### config.mk
export PLATFORM = sky130hd
export DESIGN_NAME = ps2_mouse_host
export DESIGN_NICKNAME = d
export VERILOG_FILES = /design/src/rtl/ps2_mouse_host.sv
export SDC_FILE = /design/constraint.sdc
export NUM_CORES = 1
export LEC_CHECK = 0
export BUFFER_PORTS_ARGS = -buffer_cell sky130_fd_sc_hd__buf_4
export CORE_ASPECT_RATIO = 1.2
export CORE_MARGIN = 3
export CORE_UTILIZATION = 50
export DETAILED_ROUTE_END_ITERATION = 10
export GPL_TIMING_DRIVEN = 0
export PLACE_DENSITY_LB_ADDON = 0.3
export SKIP_CTS_REPAIR_TIMING = 1
export SYNTH_ARGS = -nofsm -noshare
export SYNTH_HDL_FRONTEND = slang
export SYNTH_SLANG_ARGS = --single-unit
### constraint.sdc
create_clock -name iclk -period 2.5 [get_ports iclk]
set_input_delay 0.25 -clock iclk [delete_from_list [all_inputs] [get_ports iclk]]
set_output_delay 0.25 -clock iclk [all_outputs]
set_load 0.005 [all_outputs]
### src/rtl/ps2_mouse_host.sv
// PS/2 mouse host: sends "enable data reporting" (0xF4), waits for 0xFA, then decodes
// 3-byte movement packets. Both PS/2 lines are open-collector and driven only via output enables.
module ps2_mouse_host #(
   parameter int unsigned CLK_HZ     = 50_000_000,
   parameter int unsigned INHIBIT_US = 120,
   parameter int unsigned TIMEOUT_US = 2000
) (
   input  logic       iclk,
   input  logic       ireset,
   input  logic       ps2_clk_i,
   input  logic       ps2_data_i,
   output logic       ps2_clk_oe,
   output logic       ps2_data_oe,
   output logic [0:5] mouse,
   output logic [8:0] dx,
   output logic [8:0] dy,
   output logic       paquete_valido,
   output logic       listo,
   output logic       error
);
   localparam int unsigned INHIBIT_CYC = CLK_HZ / 1_000_000 * INHIBIT_US;
   localparam int unsigned TIMEOUT_CYC = CLK_HZ / 1_000_000 * TIMEOUT_US;
   localparam int unsigned IW          = $clog2(INHIBIT_CYC + 1);
   localparam int unsigned TW          = $clog2(TIMEOUT_CYC + 1);
   localparam logic [7:0]  CMD         = 8'hF4;
   localparam logic [7:0]  ACK_BYTE    = 8'hFA;
   localparam logic        CMD_PARITY  = ~^CMD;

   typedef enum logic [2:0] {
      S_INHIBIT,
      S_REQ,
      S_TX,
      S_TX_ACK,
      S_WAIT_FA,
      S_STREAM
   } state_t;

   state_t        r_state;
   logic          r_clk_meta, r_clk_sync, r_clk_prev;
   logic          r_data_meta, r_data_sync;
   logic [IW-1:0] r_inh_cnt;
   logic [TW-1:0] r_to_cnt;
   logic [3:0]    r_bit_cnt;
   logic [9:0]    r_shift;
   logic [1:0]    r_idx;
   logic [5:0]    r_byte1;
   logic [7:0]    r_byte2;
   logic          r_clk_oe, r_data_oe, r_valid, r_listo, r_error;
   logic [0:5]    r_mouse;
   logic [8:0]    r_dx, r_dy;

   logic          w_fe, w_busy, w_timeout, w_frame_ok;
   logic [10:0]   w_frame;
   logic [7:0]    w_byte;

   always_ff @(posedge iclk) begin
      if (ireset) begin
         r_clk_meta  <= 1'b1;
         r_clk_sync  <= 1'b1;
         r_clk_prev  <= 1'b1;
         r_data_meta <= 1'b1;
         r_data_sync <= 1'b1;
      end else begin
         r_clk_meta  <= ps2_clk_i;
         r_clk_sync  <= r_clk_meta;
         r_clk_prev  <= r_clk_sync;
         r_data_meta <= ps2_data_i;
         r_data_sync <= r_data_meta;
      end
   end

   assign w_fe       = r_clk_prev & ~r_clk_sync;
   // Frame as it stands at the 11th edge: ten shifted bits plus the stop bit being sampled now.
   assign w_frame    = {r_data_sync, r_shift};
   assign w_byte     = w_frame[8:1];
   assign w_frame_ok = ~w_frame[0] & w_frame[10] & (^w_frame[9:1]);
   assign w_busy     = (r_bit_cnt != 4'd0) || (r_state inside {S_TX, S_TX_ACK, S_WAIT_FA});
   assign w_timeout  = w_busy & ~w_fe & (r_to_cnt == TW'(TIMEOUT_CYC - 1));

   always_ff @(posedge iclk) begin
      if (ireset) begin
         r_shift  <= '0;
         r_to_cnt <= '0;
      end else begin
         if (w_fe) r_shift <= {r_data_sync, r_shift[9:1]};
         if (!w_busy || w_fe || w_timeout) r_to_cnt <= '0;
         else                              r_to_cnt <= r_to_cnt + TW'(1);
      end
   end

   always_ff @(posedge iclk) begin
      if (ireset) begin
         r_state   <= S_INHIBIT;
         r_inh_cnt <= '0;
         r_bit_cnt <= '0;
         r_idx     <= '0;
         r_byte1   <= '0;
         r_byte2   <= '0;
         r_clk_oe  <= 1'b0;
         r_data_oe <= 1'b0;
         r_valid   <= 1'b0;
         r_listo   <= 1'b0;
         r_error   <= 1'b0;
         r_mouse   <= '0;
         r_dx      <= '0;
         r_dy      <= '0;
      end else begin
         r_valid <= 1'b0;
         r_error <= 1'b0;
         unique case (r_state)
            S_INHIBIT: begin
               r_clk_oe  <= 1'b1;
               r_data_oe <= 1'b0;
               r_bit_cnt <= '0;
               if (r_inh_cnt == IW'(INHIBIT_CYC - 1)) begin
                  r_inh_cnt <= '0;
                  r_state   <= S_REQ;
               end else begin
                  r_inh_cnt <= r_inh_cnt + IW'(1);
               end
            end
            S_REQ: begin
               r_clk_oe  <= 1'b0;
               r_data_oe <= 1'b1;
               r_state   <= S_TX;
            end
            S_TX: begin
               if (w_timeout) begin
                  r_clk_oe  <= 1'b0;
                  r_data_oe <= 1'b0;
                  r_bit_cnt <= '0;
                  r_state   <= S_INHIBIT;
               end else if (w_fe) begin
                  r_bit_cnt <= r_bit_cnt + 4'd1;
                  if (r_bit_cnt < 4'd8) begin
                     r_data_oe <= ~CMD[r_bit_cnt[2:0]];
                  end else if (r_bit_cnt == 4'd8) begin
                     r_data_oe <= ~CMD_PARITY;
                  end else begin
                     r_data_oe <= 1'b0;
                     r_bit_cnt <= '0;
                     r_state   <= S_TX_ACK;
                  end
               end
            end
            S_TX_ACK: begin
               if (w_timeout) begin
                  r_clk_oe  <= 1'b0;
                  r_data_oe <= 1'b0;
                  r_state   <= S_INHIBIT;
               end else if (w_fe) begin
                  r_state <= r_data_sync ? S_INHIBIT : S_WAIT_FA;
               end
            end
            S_WAIT_FA: begin
               if (w_timeout) begin
                  r_clk_oe  <= 1'b0;
                  r_data_oe <= 1'b0;
                  r_bit_cnt <= '0;
                  r_state   <= S_INHIBIT;
               end else if (w_fe) begin
                  if (r_bit_cnt == 4'd10) begin
                     r_bit_cnt <= '0;
                     if (w_frame_ok && (w_byte == ACK_BYTE)) begin
                        r_listo <= 1'b1;
                        r_idx   <= '0;
                        r_state <= S_STREAM;
                     end else begin
                        r_error <= 1'b1;
                        r_state <= S_INHIBIT;
                     end
                  end else begin
                     r_bit_cnt <= r_bit_cnt + 4'd1;
                  end
               end
            end
            S_STREAM: begin
               r_clk_oe  <= 1'b0;
               r_data_oe <= 1'b0;
               if (w_timeout) begin
                  r_bit_cnt <= '0;
                  r_idx     <= '0;
                  r_error   <= 1'b1;
               end else if (w_fe) begin
                  if (r_bit_cnt == 4'd10) begin
                     r_bit_cnt <= '0;
                     if (!w_frame_ok) begin
                        r_error <= 1'b1;
                        r_idx   <= '0;
                     end else begin
                        case (r_idx)
                           2'd0: begin
                              // Bit 3 of the first byte is always set; otherwise we are out of step.
                              if (w_byte[3]) begin
                                 r_byte1 <= w_byte[5:0];
                                 r_idx   <= 2'd1;
                              end else begin
                                 r_error <= 1'b1;
                              end
                           end
                           2'd1: begin
                              r_byte2 <= w_byte;
                              r_idx   <= 2'd2;
                           end
                           default: begin
                              for (int i = 0; i < 6; i++) r_mouse[i] <= r_byte1[i];
                              r_dx    <= {r_byte1[4], r_byte2};
                              r_dy    <= {r_byte1[5], w_byte};
                              r_valid <= 1'b1;
                              r_idx   <= 2'd0;
                           end
                        endcase
                     end
                  end else begin
                     r_bit_cnt <= r_bit_cnt + 4'd1;
                  end
               end
            end
            default: begin
               r_clk_oe  <= 1'b0;
               r_data_oe <= 1'b0;
               r_bit_cnt <= '0;
               r_state   <= S_INHIBIT;
            end
         endcase
      end
   end

   assign ps2_clk_oe     = r_clk_oe;
   assign ps2_data_oe    = r_data_oe;
   assign mouse          = r_mouse;
   assign dx             = r_dx;
   assign dy             = r_dy;
   assign paquete_valido = r_valid;
   assign listo          = r_listo;
   assign error          = r_error;

endmodule

==> results.yml <==
clocking:
  clockRootBuffer: "clkbuf_8"
  cts_tree: "done"
  clock_latency_ns: 0.36
  h-tree-depth: 3
  cts_buffers: 9
  clock_path_buffers: 2
  clk_pin_slew_ns: 0.10
  cts_sinks: 96
synthesis:
  async_flop_share_pct: 0
  synth_cells: 495
  synth_area_per_cell_um2: 8.73
  syn-cell-area_um2: 4320
  synth_area_leaders: "dfxtp_1, mux2i_1, nor2_1"
  synth_edf_count: 0
  seq_area_frac_synth_pct: 44.5
  synth_seq_cells: 96
  synth_warnings: 0
  yosys.area.top_type: "dfxtp_1"
  syn-num-nets: 508
  synth_top_cell_area_share_pct: 44.5
  ys_types: 57
  synth_flop_cell: "dfxtp_1"
power_and_ir_drop:
  power_mw: 3.57
  p_leak_nw: 1.98
  internal_power_mw: 2.40
  p_sw_share_pct: 32.9
  clkPwrFrac_pct: 29.3
  comb_power_share_pct: 24.6
  power_switching_mw: 1.17
  max-vdd-ir-drop_mv: 0.563
  p_per_area_nw_per_um2: 694
  seq_power_share_pct: 46.1
sta:
  whs_ns: 0.0641
  setup_viol: 1
  tightest_slew_ns: 0.687
  max_freq_mhz: 395
  post-route-period-util_pct: 101
  hold_viol_final: 0
  finClkSkew_ns: 0.0172
  fin_crit_ns: 2.53
  grt_setup_unrepaired: "yes"
  slew_violations: 0
  tns_ns: -0.0344
  layout_setup_ws_ns: -0.0344
  slew_headroom_pct: 53.8
floorplan:
  die_height_um: 108
  coreArea_um2: 8240
  die_w_um: 90.9
  initial_core_util_pct: 52.4
  rows: 36
  io_pins: 33
  die-area_um2: 9800
placed_design:
  dp_hpwl_mm: 6.55
  routabilityCongestion: 0.862
  pre_cts_ws_ns: -0.381
  portBuffers: 32
global_routing:
  grt_antenna_before_repair: 0
  grt_pass1_wl_mm: 15.8
  grt_remaining_overflow: 0
  grt_max_degree: 17
  grtUsageTotal_pct: 19.8
  grt_pass1_vias: 3419
flow_run:
  maxCapViolCount: 0
setup_path:
  startpoint_type: "flip-flop"
  crit_required_ns: 2.78
  end_kind: "flip-flop"
  critPathMaxFanout: 6
  arrival_ns: 2.82
  path_class: "flip-flop to flip-flop"
routing:
  drt.antenna.violating_nets: 0
  wirelength_mm: 9.54
  dr.pass1.iters: 4
  via_count: 3646
  drc: 0
  wl_per_cell_um: 14.4
  routed_via_density: 5.48
  drtIter0Drc: 207
run_status:
  violations: "negative setup slack"
  status: "complete, but fails checks"
final_layout:
  fin_nets: 560
  final_common_cell: "dfxtp_1"
  syn_to_final_growth_pct: 19.0
  antenna_cells: 0
  final_cell_mix: "dfxtp_1, nor2_1, buf_4"
  drive_above_1_share_pct: 19.6
  final_core_utilization_pct: 62.4
hold_path:
  hp-class: "input pin to flip-flop"
-- metrics by stage --
stage               instance area [um^2]  std cells
detailed placement                  4700        641
global placement                    4700        641
floorplan                           4320        495
global route                        5140        665
finish                              5140        665
CTS                                 4910        656
-- worst max-delay path, cell delays in order, from the launching register on --
cell     delay (ns)
dfxtp_4        0.36
or4b_4         0.54
or4_4          0.43
buf_6          0.15
nor3_4         0.26
nor2_4         0.09
or4_4          0.51
a21oi_1        0.13
-- power groups by stage --
stage	Sequential (mW)	Combinational, mW	Clock [mW]
final	1.65	0.877	1.05
after global routing	1.66	0.972	1.14
after global placement	1.67	0.755	0
after detailed placement	1.68	0.778	0
after floorplan	1.67	0.590	0
after CTS	1.64	0.782	1.06
-- layer usage --
| layer | share of wire [%] | global-route usage (%) | up-vias |
|---|---|---|---|
| li1 | - | - | 1819 |
| met1 | 47 | 25.4 | 1739 |
| met2 | 48 | 33.2 | 71 |
| met3 | 3.0 | 3.92 | 17 |
| met4 | 1.9 | 7.54 | 0 |
| met5 | 0 | 0 | - |
-- layout make-up --
cell class | count | area (um^2)
plain buffers | 26 | 140
clock buffers | 10 | 138
clock inverters | 5 | 65.1
fillers | 731 | 3100
inverters | 11 | 41.3
multi-input cells | 360 | 2340
flip-flops and latches | 96 | 1940
well taps | 114 | 143
repair buffers | 43 | 335
-- cells by family after synthesis --
group,synth area share (%)
compound gates,11.3
xor+xnor,3.76
fa+ha+maj,2.61
buf+inv,3.85
flops,44.5
mux,8.37
simple gates,25.6
-- synthesized netlist by cell type (9+ instances only) --
library cell,n
a21oi_1,33
clkbuf_1,20
dfxtp_1,96
ha_1,9
inv_1,11
mux2i_1,35
nand2_1,40
nand2b_1,11
nand3_1,19
nor2_1,77
o21ai_0,21
or3_1,13
xor2_1,10
-- state kept, by name (all words and copies together) (netlist names), 2 cells and up, named ones only --
| name | flops |
|---|---|
| dx | 8 |
| mouse | 6 |
| r_shift | 10 |
| dy | 8 |
| r_state | 3 |
| r_byte2 | 8 |
| r_inh_cnt | 13 |
| r_bit_cnt | 4 |
| r_to_cnt | 17 |
| r_idx | 2 |
| r_byte1 | 6 |
-- worst paths after layout --
kind,from,end,slack [ns],depth (start not counted)
setup / recovery,r_to_cnt[8]$_SDFF_PP0_,r_state[0]$_SDFFE_PP0P_,-0.03,7
hold / removal,ps2_clk_i,r_clk_meta$_SDFF_PP1_,0.06,2
setup reg to reg,r_to_cnt[8]$_SDFF_PP0_,r_state[0]$_SDFFE_PP0P_,-0.03,7
hold reg to reg,r_clk_meta$_SDFF_PP1_,r_clk_sync$_SDFF_PP1_,0.42,1
Note: power is estimated with default switching activity, not from simulation.
